--- src/rtl/rx_psk_pkg.sv ---
// Shared types and helpers for the PSK receive deframer.
// Contents: FSM state enum, default sync word, bits-per-symbol encoding,
// popcount for the Hamming-distance sync match.
package rx_psk_pkg;

  typedef enum logic [1:0] {HUNT, HEADER, PAYLOAD} state_t;

  localparam logic [15:0] SYNC_WORD_DEF = 16'hEB90;

  localparam logic [1:0] BPS_BPSK = 2'd1;
  localparam logic [1:0] BPS_QPSK = 2'd2;

  // Bits carried by one symbol; anything other than QPSK decodes as BPSK.
  function automatic logic [1:0] bps_bits(input logic [1:0] mode);
    return (mode == BPS_QPSK) ? 2'd2 : BPS_BPSK;
  endfunction

  function automatic logic [5:0] popcount(input logic [31:0] v);
    logic [5:0] c;
    c = '0;
    for (int i = 0; i < 32; i++) c = c + 6'(v[i]);
    return c;
  endfunction

endpackage

--- src/rtl/rx_psk_deframer_if.sv ---
// AXI-Stream byte output of the deframer.
//   tdata  payload byte       tvalid byte valid     tready downstream ready
//   tlast  last byte of frame tuser  frame was received 180 deg inverted
interface rx_psk_deframer_if;
  logic [7:0] tdata;
  logic       tvalid;
  logic       tready;
  logic       tlast;
  logic       tuser;

  modport master (output tdata, tvalid, tlast, tuser, input tready);
  modport slave  (input tdata, tvalid, tlast, tuser, output tready);
endinterface

--- src/rtl/rx_byte_fifo.sv ---
// First-word-fall-through FIFO with count-based full/empty.
//   clk, rst_n   clock, async active-low reset (flushes contents)
//   push, din    write request and data (ignored when full unless popping)
//   pop          read request (ignored when empty)
//   dout, valid  head entry (zero when empty) and non-empty flag
//   full         no free slot
module rx_byte_fifo #(
  parameter int DEPTH = 16,
  parameter int WIDTH = 10
) (
  input  logic             clk,
  input  logic             rst_n,
  input  logic             push,
  input  logic [WIDTH-1:0] din,
  input  logic             pop,
  output logic [WIDTH-1:0] dout,
  output logic             valid,
  output logic             full
);
  localparam int AW = $clog2(DEPTH);
  localparam logic [AW:0] FULL_CNT = DEPTH[AW:0];
  localparam logic [AW:0] ONE      = 1;

  logic [WIDTH-1:0] mem [DEPTH];
  logic [AW-1:0]    wr_ptr, rd_ptr;
  logic [AW:0]      count;
  logic             do_push, do_pop;

  assign valid   = (count != '0);
  assign full    = (count == FULL_CNT);
  assign do_pop  = pop && valid;
  // A pop in the same cycle frees the slot, so a push into a full FIFO still lands.
  assign do_push = push && (!full || do_pop);
  assign dout    = valid ? mem[rd_ptr] : '0;

  always_ff @(posedge clk or negedge rst_n) begin
    if (!rst_n) begin
      wr_ptr <= '0;
      rd_ptr <= '0;
      count  <= '0;
    end else begin
      if (do_push) wr_ptr <= wr_ptr + AW'(1);
      if (do_pop)  rd_ptr <= rd_ptr + AW'(1);
      case ({do_push, do_pop})
        2'b10:   count <= count + ONE;
        2'b01:   count <= count - ONE;
        default: ;
      endcase
    end
  end

  always_ff @(posedge clk) begin
    if (do_push) mem[wr_ptr] <= din;
  end

endmodule

--- src/rtl/rx_psk_deframer.sv ---
// PSK hard-symbol deframer: serialises BPSK/QPSK symbols to one bit per
// clock, hunts a sync word with Hamming tolerance and 180 deg inversion
// detection, reads a length header and pushes payload bytes into a FIFO.
//   clk_32M768, rst_n_32M768  clock, async active-low reset
//   sym_ce, sym_data          symbol strobe and bits (MSB first on air)
//   bps_mode                  1=BPSK, 2=QPSK, sampled on sym_ce
//   sync_err_max              max bit errors accepted on sync
//   m                         AXI-Stream byte output {tuser=inverted, tlast}
//   frame_active              high in HEADER/PAYLOAD
//   overflow                  pulse when a byte is dropped on a full FIFO
//   frame_count               completed frames, wraps
// Requires MAX_BPS >= 2.
module rx_psk_deframer
  import rx_psk_pkg::*;
#(
  parameter int                  MAX_BPS    = 2,
  parameter int                  SYNC_LEN   = 16,
  parameter logic [SYNC_LEN-1:0] SYNC_WORD  = SYNC_LEN'(SYNC_WORD_DEF),
  parameter int                  LEN_WIDTH  = 8,
  parameter int                  FIFO_DEPTH = 16,
  parameter int                  ERR_WIDTH  = 4
) (
  input  logic                 clk_32M768,
  input  logic                 rst_n_32M768,
  input  logic                 sym_ce,
  input  logic [MAX_BPS-1:0]   sym_data,
  input  logic [1:0]           bps_mode,
  input  logic [ERR_WIDTH-1:0] sync_err_max,
  rx_psk_deframer_if.master    m,
  output logic                 frame_active,
  output logic                 overflow,
  output logic [15:0]          frame_count
);
  localparam int BLW = $clog2(MAX_BPS + 1);
  localparam int CW  = $clog2((LEN_WIDTH > 8) ? LEN_WIDTH : 8);

  state_t               state, state_nx;
  logic                 inv, inv_nx;
  logic [MAX_BPS-1:0]   sreg;
  logic [BLW-1:0]       bits_left, n_sym;
  logic                 bit_vld, bit_in, db;
  logic [SYNC_LEN-1:0]  hist, hist_nx, x0, x1;
  logic [5:0]           d0, d1;
  logic [LEN_WIDTH-1:0] len_sh, len_nx, rem;
  logic [7:0]           byte_sh, byte_nx;
  logic [CW-1:0]        bcnt;
  logic                 hdr_end, push, frame_done, last_byte;
  logic                 fifo_full, pop;
  logic [9:0]           fifo_dout;

  // Serialiser: symbol is left-aligned so the on-air MSB sits at sreg's top.
  assign n_sym   = BLW'(bps_bits(bps_mode));
  assign bit_vld = (bits_left != '0) && !sym_ce;
  assign bit_in  = sreg[MAX_BPS-1];
  assign db      = bit_in ^ inv;

  always_ff @(posedge clk_32M768 or negedge rst_n_32M768) begin
    if (!rst_n_32M768) begin
      sreg      <= '0;
      bits_left <= '0;
    end else if (sym_ce) begin
      sreg      <= sym_data << (BLW'(MAX_BPS) - n_sym);
      bits_left <= n_sym;
    end else if (bits_left != '0) begin
      sreg      <= sreg << 1;
      bits_left <= bits_left - BLW'(1);
    end
  end

  // Sync match looks at the history including the bit being consumed now.
  assign hist_nx   = {hist[SYNC_LEN-2:0], bit_in};
  assign x0        = hist_nx ^ SYNC_WORD;
  assign x1        = ~x0;
  assign d0        = popcount(32'(x0));
  assign d1        = popcount(32'(x1));
  assign len_nx    = {len_sh[LEN_WIDTH-2:0], db};
  assign byte_nx   = {byte_sh[6:0], db};
  assign last_byte = (rem == LEN_WIDTH'(1));

  always_comb begin
    state_nx   = state;
    inv_nx     = inv;
    hdr_end    = 1'b0;
    push       = 1'b0;
    frame_done = 1'b0;
    if (bit_vld) begin
      case (state)
        HUNT: begin
          if (32'(d0) <= 32'(sync_err_max)) begin
            state_nx = HEADER;
            inv_nx   = 1'b0;
          end else if (32'(d1) <= 32'(sync_err_max)) begin
            state_nx = HEADER;
            inv_nx   = 1'b1;
          end
        end
        HEADER: begin
          if (bcnt == CW'(LEN_WIDTH - 1)) begin
            hdr_end  = 1'b1;
            state_nx = (len_nx == '0) ? HUNT : PAYLOAD;
          end
        end
        PAYLOAD: begin
          if (bcnt == CW'(7)) begin
            push = 1'b1;
            if (last_byte) begin
              frame_done = 1'b1;
              state_nx   = HUNT;
            end
          end
        end
        default: state_nx = HUNT;
      endcase
    end
  end

  always_ff @(posedge clk_32M768 or negedge rst_n_32M768) begin
    if (!rst_n_32M768) begin
      state       <= HUNT;
      inv         <= 1'b0;
      hist        <= '0;
      len_sh      <= '0;
      rem         <= '0;
      byte_sh     <= '0;
      bcnt        <= '0;
      frame_count <= '0;
    end else begin
      state <= state_nx;
      inv   <= inv_nx;
      if (bit_vld) begin
        hist <= frame_done ? '0 : hist_nx;
        if (state == HEADER)  len_sh  <= len_nx;
        if (state == PAYLOAD) byte_sh <= byte_nx;
        if (state == HUNT || hdr_end || push) bcnt <= '0;
        else                                  bcnt <= bcnt + CW'(1);
        if (hdr_end)   rem <= len_nx;
        else if (push) rem <= rem - LEN_WIDTH'(1);
      end
      // A dropped last byte still completes the frame.
      if (frame_done) frame_count <= frame_count + 16'd1;
    end
  end

  assign pop          = m.tvalid && m.tready;
  assign overflow     = push && fifo_full && !pop;
  assign frame_active = (state != HUNT);

  rx_byte_fifo #(.DEPTH(FIFO_DEPTH), .WIDTH(10)) u_fifo (
    .clk   (clk_32M768),
    .rst_n (rst_n_32M768),
    .push  (push),
    .din   ({inv, last_byte, byte_nx}),
    .pop   (pop),
    .dout  (fifo_dout),
    .valid (m.tvalid),
    .full  (fifo_full)
  );

  assign m.tuser = fifo_dout[9];
  assign m.tlast = fifo_dout[8];
  assign m.tdata = fifo_dout[7:0];

endmodule

--- src/flat_wrapper.sv ---
// flat-port wrapper written by rule: the top's interface ports become plain ports
module rx_psk_deframer_flat import rx_psk_pkg::*;
#(
  parameter int                  MAX_BPS    = 2,
  parameter int                  SYNC_LEN   = 16,
  parameter logic [SYNC_LEN-1:0] SYNC_WORD  = SYNC_LEN'(SYNC_WORD_DEF),
  parameter int                  LEN_WIDTH  = 8,
  parameter int                  FIFO_DEPTH = 16,
  parameter int                  ERR_WIDTH  = 4
)
  (clk_32M768, rst_n_32M768, sym_ce, sym_data, bps_mode, sync_err_max, frame_active, overflow, frame_count, m_tdata, m_tvalid, m_tlast, m_tuser, m_tready);
  rx_psk_deframer_if m_i ();
  input  logic clk_32M768;
  input  logic rst_n_32M768;
  input  logic sym_ce;
  input  logic [MAX_BPS-1:0] sym_data;
  input  logic [1:0] bps_mode;
  input  logic [ERR_WIDTH-1:0] sync_err_max;
  output logic frame_active;
  output logic overflow;
  output logic [15:0] frame_count;
  output wire logic [$bits(m_i.tdata)-1:0] m_tdata;
  output wire logic [$bits(m_i.tvalid)-1:0] m_tvalid;
  output wire logic [$bits(m_i.tlast)-1:0] m_tlast;
  output wire logic [$bits(m_i.tuser)-1:0] m_tuser;
  input wire logic [$bits(m_i.tready)-1:0] m_tready;
  assign m_tdata = m_i.tdata;
  assign m_tvalid = m_i.tvalid;
  assign m_tlast = m_i.tlast;
  assign m_tuser = m_i.tuser;
  assign m_i.tready = m_tready;
  rx_psk_deframer #(.MAX_BPS(MAX_BPS), .SYNC_LEN(SYNC_LEN), .SYNC_WORD(SYNC_WORD), .LEN_WIDTH(LEN_WIDTH), .FIFO_DEPTH(FIFO_DEPTH), .ERR_WIDTH(ERR_WIDTH)) u_core (.clk_32M768(clk_32M768), .rst_n_32M768(rst_n_32M768), .sym_ce(sym_ce), .sym_data(sym_data), .bps_mode(bps_mode), .sync_err_max(sync_err_max), .m(m_i), .frame_active(frame_active), .overflow(overflow), .frame_count(frame_count));
endmodule
--- config.mk ---
export PLATFORM = sky130hd
export DESIGN_NAME = rx_psk_deframer_flat
export DESIGN_NICKNAME = d
export VERILOG_FILES = /design/src/rtl/rx_psk_pkg.sv /design/src/rtl/rx_psk_deframer_if.sv /design/src/rtl/rx_byte_fifo.sv /design/src/rtl/rx_psk_deframer.sv /design/src/flat_wrapper.sv
export SDC_FILE = /design/constraint.sdc
export NUM_CORES = 1
export LEC_CHECK = 0
export ABC_AREA = 1
export CAP_MARGIN = 20
export CELL_PAD_IN_SITES_DETAIL_PLACEMENT = 2
export CELL_PAD_IN_SITES_GLOBAL_PLACEMENT = 2
export CORE_ASPECT_RATIO = 1.2
export CORE_MARGIN = 2
export CORE_UTILIZATION = 41
export DETAILED_ROUTE_END_ITERATION = 8
export GPL_TIMING_DRIVEN = 0
export PLACE_DENSITY_LB_ADDON = 0.2
export RECOVER_POWER = 100
export SETUP_SLACK_MARGIN = 0.4
export SLEW_MARGIN = 0
export SYNTH_ARGS = -nofsm -noshare
export SYNTH_HDL_FRONTEND = slang
export SYNTH_HIERARCHICAL = 1
export SYNTH_SLANG_ARGS = --single-unit
--- constraint.sdc ---
create_clock -name clk_32M768 -period 5.09 [get_ports clk_32M768]
set_input_delay 0.509 -clock clk_32M768 [delete_from_list [all_inputs] [get_ports clk_32M768]]
set_output_delay 0.509 -clock clk_32M768 [all_outputs]
set_load 0.1 [all_outputs]
==> results.ini, run 1 <==
[status]
outcome=finished, violations left
violations=max-capacitance violations, max-slew violations

[cts]
insertion_delay_ns=0.53
clockBufferDepth=3
root_buffer=clkbuf_16
cts.clk_slew.worst_paths_ns=0.06
cts_made_buffers=26
cts_htree_levels=1
cts_tree=done
cts.sinks=236

[yosys]
synth_most_common_cell=nand2_1
ys_warn_count=6
yosysTopAreaCellShare_pct=42.0
syn_inst=1117
synth_nets=1181
synthTopCellsByCount=nand2_1 (311), edfxtp_1 (160), nand3_1 (156)
async_flop_share_pct=32.2
synth.cell_area_sq_um=11400
ys.flop_type=edfxtp_1
syn_area_per_cell_sq_um=10.2
synth_edf_count=160
ys_top_cells_by_area=edfxtp_1 (42%), dfrtp_1 (17%), nand2_1 (10%), nand3_1 (6.8%), inv_1 (3.6%)
synth.distinct_cells=44
yosysTopAreaCell=edfxtp_1
ys_seq_area_share_pct=58.6
synth_seq_cells=236

[global_route]
grt_pass1_wl_um=52000
globalRoute.totalOverflow=0
gr-usage-all-layers_pct=23.3
grt_max_degree=58
antenna_found_initial=0
grt_pass1_vias=9404

[floorplanning]
rows=67
die_area_sq_um=29300
io_pins=41
core_sq_um=27700
dieWidth_um=156
die_h_um=187
start_util_pct=41.4

[finish]
syn_to_final_growth_pct=15.5
final_area_sq_um=13200
drive_gt1_share_pct=8.09
fillers=2930
diodes=0
final_nets=1267

[sta]
fin_tns_setup_ns=0
setup_ws_ns=0.600
max_freq_mhz=223
period_share_pct=88.2
finalHoldViolCount=0
rsz0062_at_grt=false
fin_skew_ns=0.0119
min_period_ns=4.49
slew_headroom_pct=-0.896
worst_slew_pin_slew_ns=1.51
slew_viol_final=20
setup_viol=0

[setup_path]
path_cells=inv_2 > fa_1 > fa_1 > fa_1 > fa_1 > inv_1 > ha_1 > a21oi_1 > nor2_1 > nor2_1 > xnor2_1 > ha_1 > a21o_1 > nor2_1 > nand2_1 > nand3_2 > nand3_2 > nand2_1 > nand2_1
cp_num_buf_inv=2
cp_top_family=adder cells
arrival_ns=4.90
required_ns=5.50
slowest_stage=fa_1
path_class=reg -> reg
critPathCaptureType=flip-flop
cp_max_fo=2
critPathMostFrequentCell=fa_1
startpoint_type=flip-flop
max_stage_delay_ns=0.60

[placement]
hpwl_um=23000
routabilityCongestion=0.790
place_ws_ns=0.262
placed_area_sq_um=12300
portBuffers=40

[drt]
routed_wirelength_um=33900
drt_iter0_markers=358
drtPass1Iterations=4
vias=8332
wl_per_cell_um=21.6
antenna_left=0
via_per_inst=5.31
drc_errors=0

[run]
maxCapViolations=1

[worst_hold_path]
hold_class=reg -> reg

## cell families after synthesis
kind of cell	after synthesis	synth area share (%)
adder cells (fa/ha/maj)	52	7.00
buffers and inverters	158	6.05
AO/OA/AOI/OAI	84	3.99
AND/OR/NAND/NOR	550	21.3
multiplexers	6	0.591
flip-flops	236	58.6
XOR/XNOR	31	2.44
## routing by layer
layer  wire length, um  up-vias  track usage [%]
li1                  -     3869                -
met1             13200     4259             27.4
met2             18500      141             43.9
met3              1160       63             2.59
met4              1080        0             7.09
met5                 0        -                0
## final cells by class
| type | count | area, sq um | area share (%) |
|---|---|---|---|
| flip-flops and latches | 236 | 6710 | 50.8 |
| repair buffers | 58 | 503 | 3.81 |
| plain buffers | 39 | 220 | 1.67 |
| inverters | 119 | 454 | 3.44 |
| clock inverters | 18 | 230 | 1.74 |
| clock buffers | 30 | 697 | 5.27 |
| multi-input cells | 723 | 3970 | 30.0 |
| well taps | 345 | 432 | 3.27 |
## worst register-to-register path, cell delays in order (launching register included)
cell,delay (ns)
dfrtp_1,0.37
inv_2,0.06
fa_1,0.55
fa_1,0.46
fa_1,0.50
fa_1,0.60
inv_1,0.06
ha_1,0.28
a21oi_1,0.13
nor2_1,0.05
nor2_1,0.12
xnor2_1,0.14
ha_1,0.26
a21o_1,0.19
nor2_1,0.15
nand2_1,0.09
nand3_2,0.12
nand3_2,0.10
nand2_1,0.09
nand2_1,0.06
## cell usage in the layout (no fill, tap or decap), types with 2 or more instances in the layout
cell,instances
o22ai_1,2
clkinv_2,5
clkinvlp_2,2
buf_1,2
buf_4,18
o21ai_0,54
clkinv_1,4
nand3_1,155
buf_2,8
nor2_1,56
clkinvlp_4,4
mux2_2,6
clkinv_4,3
nand2_1,315
bufinv_16,5
dfrtp_1,75
fa_1,19
clkbuf_16,27
dlygate4sd3_1,30
clkbuf_1,29
edfxtp_1,160
o21ai_1,2
a21oi_1,17
nor3_1,6
clkdlybuf4s50_1,10
xnor2_1,12
nand4_1,7
o31ai_1,2
ha_1,32
inv_2,5
inv_1,109
o211ai_1,3
xor2_1,18
nand3_2,3
## per-stage QoR
| step | hold WS (ns) | utilization (%) | cells |
|---|---|---|---|
| final | 0.496 | 47.8 | 1568 |
| after global routing | 0.532 | 47.8 | 1568 |
| after CTS | 0.419 | 48.0 | 1554 |
| after detailed placement | 0.444 | 44.5 | 1504 |
| after global placement | 0.471 | 44.4 | 1502 |
| after floorplan | 0.213 | - | 1117 |
## sequential cells by signal, indices dropped and copies added, names as in the netlist, 3 cells and up
| name | cells |
|---|---|
| u_core/u_fifo/mem | 160 |
| u_core/bcnt | 3 |
| u_core/u_fifo/rd_ptr | 4 |
| u_core/frame_count | 16 |
| u_core/u_fifo/count | 5 |
| u_core/byte_sh | 7 |
| u_core/len_sh | 7 |
| u_core/rem | 8 |
| u_core/u_fifo/wr_ptr | 4 |
| u_core/hist | 15 |
## repair_timing
| item | in CTS | in global routing |
|---|---|---|
| hold endpoints to repair | 19 | 0 |
| buffers inserted | 1 | 2 |
| resized for setup | 2 | 10 |
| hold buffers | 1 | 0 |
| pin swaps | 0 | 4 |
| endpoints found under the setup margin | 2 | 2 |
## final timing paths
kind	slack (ns)	to	cells past startpoint	startpoint
min in group asynchronous	0.89	u_core/u_fifo/count[2]	2	rst_n_32M768
max reg2reg	0.60	u_core/inv	19	u_core/hist[2]
max	0.60	u_core/inv	19	u_core/hist[2]
min reg2reg	0.50	u_core/sreg[0]	2	u_core/sreg[0]
max in group asynchronous	3.20	u_core/sreg[1]	3	rst_n_32M768
min	0.50	u_core/sreg[0]	2	u_core/sreg[0]
Power of run 1 is not shown: default switching activity piles up to over one toggle a cycle in this logic, so the estimate is an artifact.
==> run 2: changes to the inputs <==
CTS_CLUSTER_DIAMETER = 60   (was unset)
SKIP_LAST_GASP = 1   (was unset)
==> run 2 against run 1 <==
  * The run now ends clean
  * Core utilization down 0.69 points
  * Register-to-register slack worse by 0.10 ns
  * Non-clock buffer count rose by 1
  * Largest cell class unchanged
==> results.ini, run 2 (synthesized netlist as in run 1, its figures left out) <==
[cts]
insertion_delay_ns=0.52
cts_made_buffers=25
cts.clk_slew.worst_paths_ns=0.06
cts_htree_levels=1
cts.sinks=236
root_buffer=clkbuf_16
clockBufferDepth=3
cts_tree=done

[floorplanning]
io_pins=41
start_util_pct=41.4
die_area_sq_um=29300
dieWidth_um=156
die_h_um=187
rows=67
core_sq_um=27700

[drt]
drt_iter0_markers=360
antenna_left=0
routed_wirelength_um=33900
vias=8360
wl_per_cell_um=21.6
drtPass1Iterations=4
drc_errors=0
via_per_inst=5.34

[sta]
hold_ws_ns=0.495
period_share_pct=90.2
setup_viol=0
finalHoldViolCount=0
rsz0062_at_grt=false
slew_headroom_pct=5.33
setup_ws_ns=0.498
slew_viol_final=0
max_freq_mhz=218
min_period_ns=4.59
worst_slew_pin_slew_ns=1.42
fin_tns_setup_ns=0
fin_skew_ns=0.0147

[finish]
multi_input_area_sq_um=3980
layout_common_cells=nand2_1 (315), edfxtp_1 (160), nand3_1 (156)
largest_reg_flops=160
regMostFlops=u_core/u_fifo/mem
final_nets=1267
fillers=2941
syn_to_final_growth_pct=13.8
regArea_sq_um=6710
layout.cells.most_common=nand2_1
reg_top3=u_core/u_fifo/mem (160), u_core/frame_count (16), u_core/hist (15)
final_area_sq_um=13000
drive_gt1_share_pct=7.62
diodes=0

[global_route]
antenna_found_initial=0
grt_pass1_vias=9369
grtUsageMet3_pct=2.46
globalRoute.totalOverflow=0
grtUsageMet1_pct=27.2
grt_pass1_wl_um=51800
grt_max_degree=58
gr-usage-all-layers_pct=23.1
busiest_layer=met2
use_met2_pct=43.9

[placement]
place_ws_ns=0.262
routabilityCongestion=0.790
portBuffers=40
placed_area_sq_um=12300
hpwl_um=23000

[setup_path]
cp_max_fo=2
path_class=reg -> reg
critPathCaptureType=flip-flop
arrival_ns=5.00
required_ns=5.49
startpoint_type=flip-flop

[worst_hold_path]
hold_class=reg -> reg

[status]
outcome=finished clean

[run]
maxCapViolations=0

[run 2: layer usage]
metal	vias to the layer above	part of all wire, %
li1	3876	-
met1	4243	39
met2	173	54
met3	68	3.5
met4	0	3.2
met5	-	0
[run 2: final timing paths]
path                       cells past startpoint              from                 endpoint  slack [ns]
setup / recovery                              22    u_core/hist[2]               u_core/inv        0.50
hold / removal                                 2  u_core/len_sh[2]         u_core/len_sh[2]        0.49
setup reg to reg                              22    u_core/hist[2]               u_core/inv        0.50
hold reg to reg                                2  u_core/len_sh[2]         u_core/len_sh[2]        0.49
max in group asynchronous                      3      rst_n_32M768           u_core/sreg[1]        3.27
min in group asynchronous                      2      rst_n_32M768  u_core/u_fifo/wr_ptr[2]        0.85
[run 2: critical path, cell delays in order, from the launching register on]
cell and delay [ns]:
dfrtp_1 0.37, inv_2 0.06, fa_1 0.64, fa_1 0.46, fa_1 0.50, inv_1 0.05, fa_1 0.42, inv_1 0.07
ha_2 0.18, inv_1 0.06, fa_2 0.39, xnor2_2 0.14, ha_1 0.29, nand2_2 0.08, nor2_1 0.04, nor2_1 0.08
nand2_1 0.05, nand2_1 0.05, nand2_1 0.07, nand3_1 0.20, nand3_2 0.12, nand2_1 0.09, nand2_1 0.08
[run 2: repair_timing]
action | 4_1_cts | 5_1_grt
buffers inserted | 0 | 4
gates resized for setup | 3 | 13
endpoints found under the hold margin | 19 | 0
pin swaps | 0 | 8
hold buffers | 1 | 0
setup endpoints to repair | 2 | 2
[run 2: area by class of cell]
class,instances,share of cell area [%]
sequential,236,51.5
multi-input combinational,723,30.6
clock buffer,31,4.98
timing repair buffer,59,3.92
inverter,119,3.49
tap,345,3.32
buffer,39,1.69
clock inverter,14,0.538
[run 2: metrics by stage]
| stage | utilization [%] | instances |
|---|---|---|
| final | 47.1 | 1566 |
| after global routing | 47.1 | 1566 |
| after CTS | 47.2 | 1550 |
| after detailed placement | 44.5 | 1504 |
| after global placement | 44.4 | 1502 |
| after floorplan | - | 1117 |
Power of run 2 is left out for the same reason.
==> run 3: changes to the inputs <==
GPL_TIMING_DRIVEN = unset   (was 0)
clock period = 5.3 ns   (was 5.09 ns; I/O delays follow)
==> run 3 against run 2 <==
  * The run now ends with max-capacitance violations, max-slew violations left
  * Core utilization down 0.27 points
  * Clock skew up 0.0037 ns
  * Die area unchanged
  * Cell area down 0.57%
  * Non-clock buffer count down 34
  * Final cell count down 2.0%
  * Critical path depth down 3
  * Count of clock-buffer cells in the layout down 2
  * Sequential cell count unchanged
  * Via count down 1.0%
  * Hold slack worse by 0.0028 ns
  * Worst setup slack better by 0.13 ns
==> results.ini, run 3 (synthesized netlist as in run 1, its figures left out) <==
[status]
outcome=finished, violations left
violations=max-capacitance violations, max-slew violations

[finish]
syn_to_final_growth_pct=13.2
final_area_sq_um=12900
diodes=0
largest_reg_flops=160
final_nets=1234
layout_common_cells=nand2_1 (315), edfxtp_1 (160), nand3_1 (157)
layout.cells.most_common=nand2_1
regMostFlops=u_core/u_fifo/mem
drive_gt1_share_pct=5.72
reg_top3=u_core/u_fifo/mem (160), u_core/frame_count (16), u_core/hist (15)
fillers=2889

[sta]
period_share_pct=88.1
min_period_ns=4.67
rsz0062_at_grt=false
setup_viol=0
max_freq_mhz=214
finalHoldViolCount=0
fin_tns_setup_ns=0
slew_headroom_pct=-6.16
worst_slew_pin_slew_ns=1.59
setup_ws_ns=0.629
slew_viol_final=108
fin_skew_ns=0.0185

[placement]
place_ws_ns=0.676
placed_area_sq_um=12100
routabilityCongestion=0.755
hpwl_um=21300
portBuffers=40

[drt]
drc_errors=0
wl_per_cell_um=21.8
drtPass1Iterations=4
drt_iter0_markers=347
vias=8273
via_per_inst=5.39
antenna_left=0
routed_wirelength_um=33400

[worst_hold_path]
worstHoldStart=u_core/sreg[0]
whs_endpoint=u_core/sreg[0]
min_path_cells=2
hold_class=reg -> reg

[setup_path]
required_ns=5.73
startpoint_type=flip-flop
r2r-start=u_core/sreg[1]
r2r_cells=19
r2r_slack_ns=0.63
critPathCaptureType=flip-flop
path_class=reg -> reg
arrival_ns=5.10
r2r_end=u_core/inv
cp_max_fo=4

[cts]
cts_resized=0
root_buffer=clkbuf_16
cts_made_buffers=26
clockBufferDepth=3
insertion_delay_ns=0.54
post-cts-setup-buffers=0
ctsHoldBuffers=1
cts_tree=done
cts_htree_levels=1
cts.sinks=236
cts.clk_slew.worst_paths_ns=0.06

[floorplanning]
die_h_um=187
die_area_sq_um=29300
dieWidth_um=156
rows=67
io_pins=41
core_sq_um=27700
start_util_pct=41.4

[global_route]
globalRoute.totalOverflow=0
antenna_found_initial=0
grt_pass1_wl_um=52500
grt_pass1_vias=9400
gr-usage-all-layers_pct=23.3
grt_max_degree=82

[run]
maxCapViolations=2

## run 3: routing by layer
layer  wire (um)  track usage [%]  up-vias  share of wire (%)
met5           0                0        -                  0
met4        1040             7.94        0                3.1
met3        1040             2.80       64                3.1
met2       18600             45.3      141                 56
met1       12700             25.8     4263                 38
li1            -                -     3805                  -
## run 3: stage by stage
stage          instances  hold WS [ns]  util (%)
2_1_floorplan       1117         0.234         -
3_3_place_gp        1476         0.470      43.8
3_5_place_dp        1479         0.483      43.9
4_1_cts             1527         0.446      47.4
5_1_grt             1534         0.528      46.8
6_report            1534         0.492      46.8
## run 3: area by class of cell
class | instances | area (sq um) | share of cell area, %
flip-flops and latches | 236 | 6710 | 51.8
well taps | 345 | 432 | 3.33
repair buffers | 64 | 458 | 3.54
clock inverters | 18 | 290 | 2.24
clock buffers | 29 | 683 | 5.28
inverters | 119 | 453 | 3.50
multi-input cells | 723 | 3930 | 30.3
## run 3: worst max-delay path, stage by stage (launching register included)
cell	delay (ns)
dfrtp_1	0.39
inv_1	0.08
fa_1	0.57
fa_1	0.45
fa_1	0.51
fa_1	0.61
inv_1	0.06
ha_1	0.29
a21oi_1	0.17
nor2_1	0.06
nor2_1	0.12
xnor2_1	0.15
ha_1	0.28
a21o_1	0.20
nor2_1	0.15
nand2_1	0.08
nand3_1	0.12
nand3_1	0.10
nand2_1	0.13
nand2_1	0.06
## run 3: worst max path at each step
stage | startpoint | end | slack [ns]
after floorplan | u_core/sreg[1] | u_core/inv | 1.13
after global placement | u_core/sreg[1] | u_core/inv | 0.85
after detailed placement | u_core/sreg[1] | u_core/inv | 0.68
after CTS | u_core/sreg[1] | u_core/inv | 0.64
after global routing | u_core/sreg[1] | u_core/inv | 0.37
final | u_core/sreg[1] | u_core/inv | 0.63
Power of run 3 is left out for the same reason.
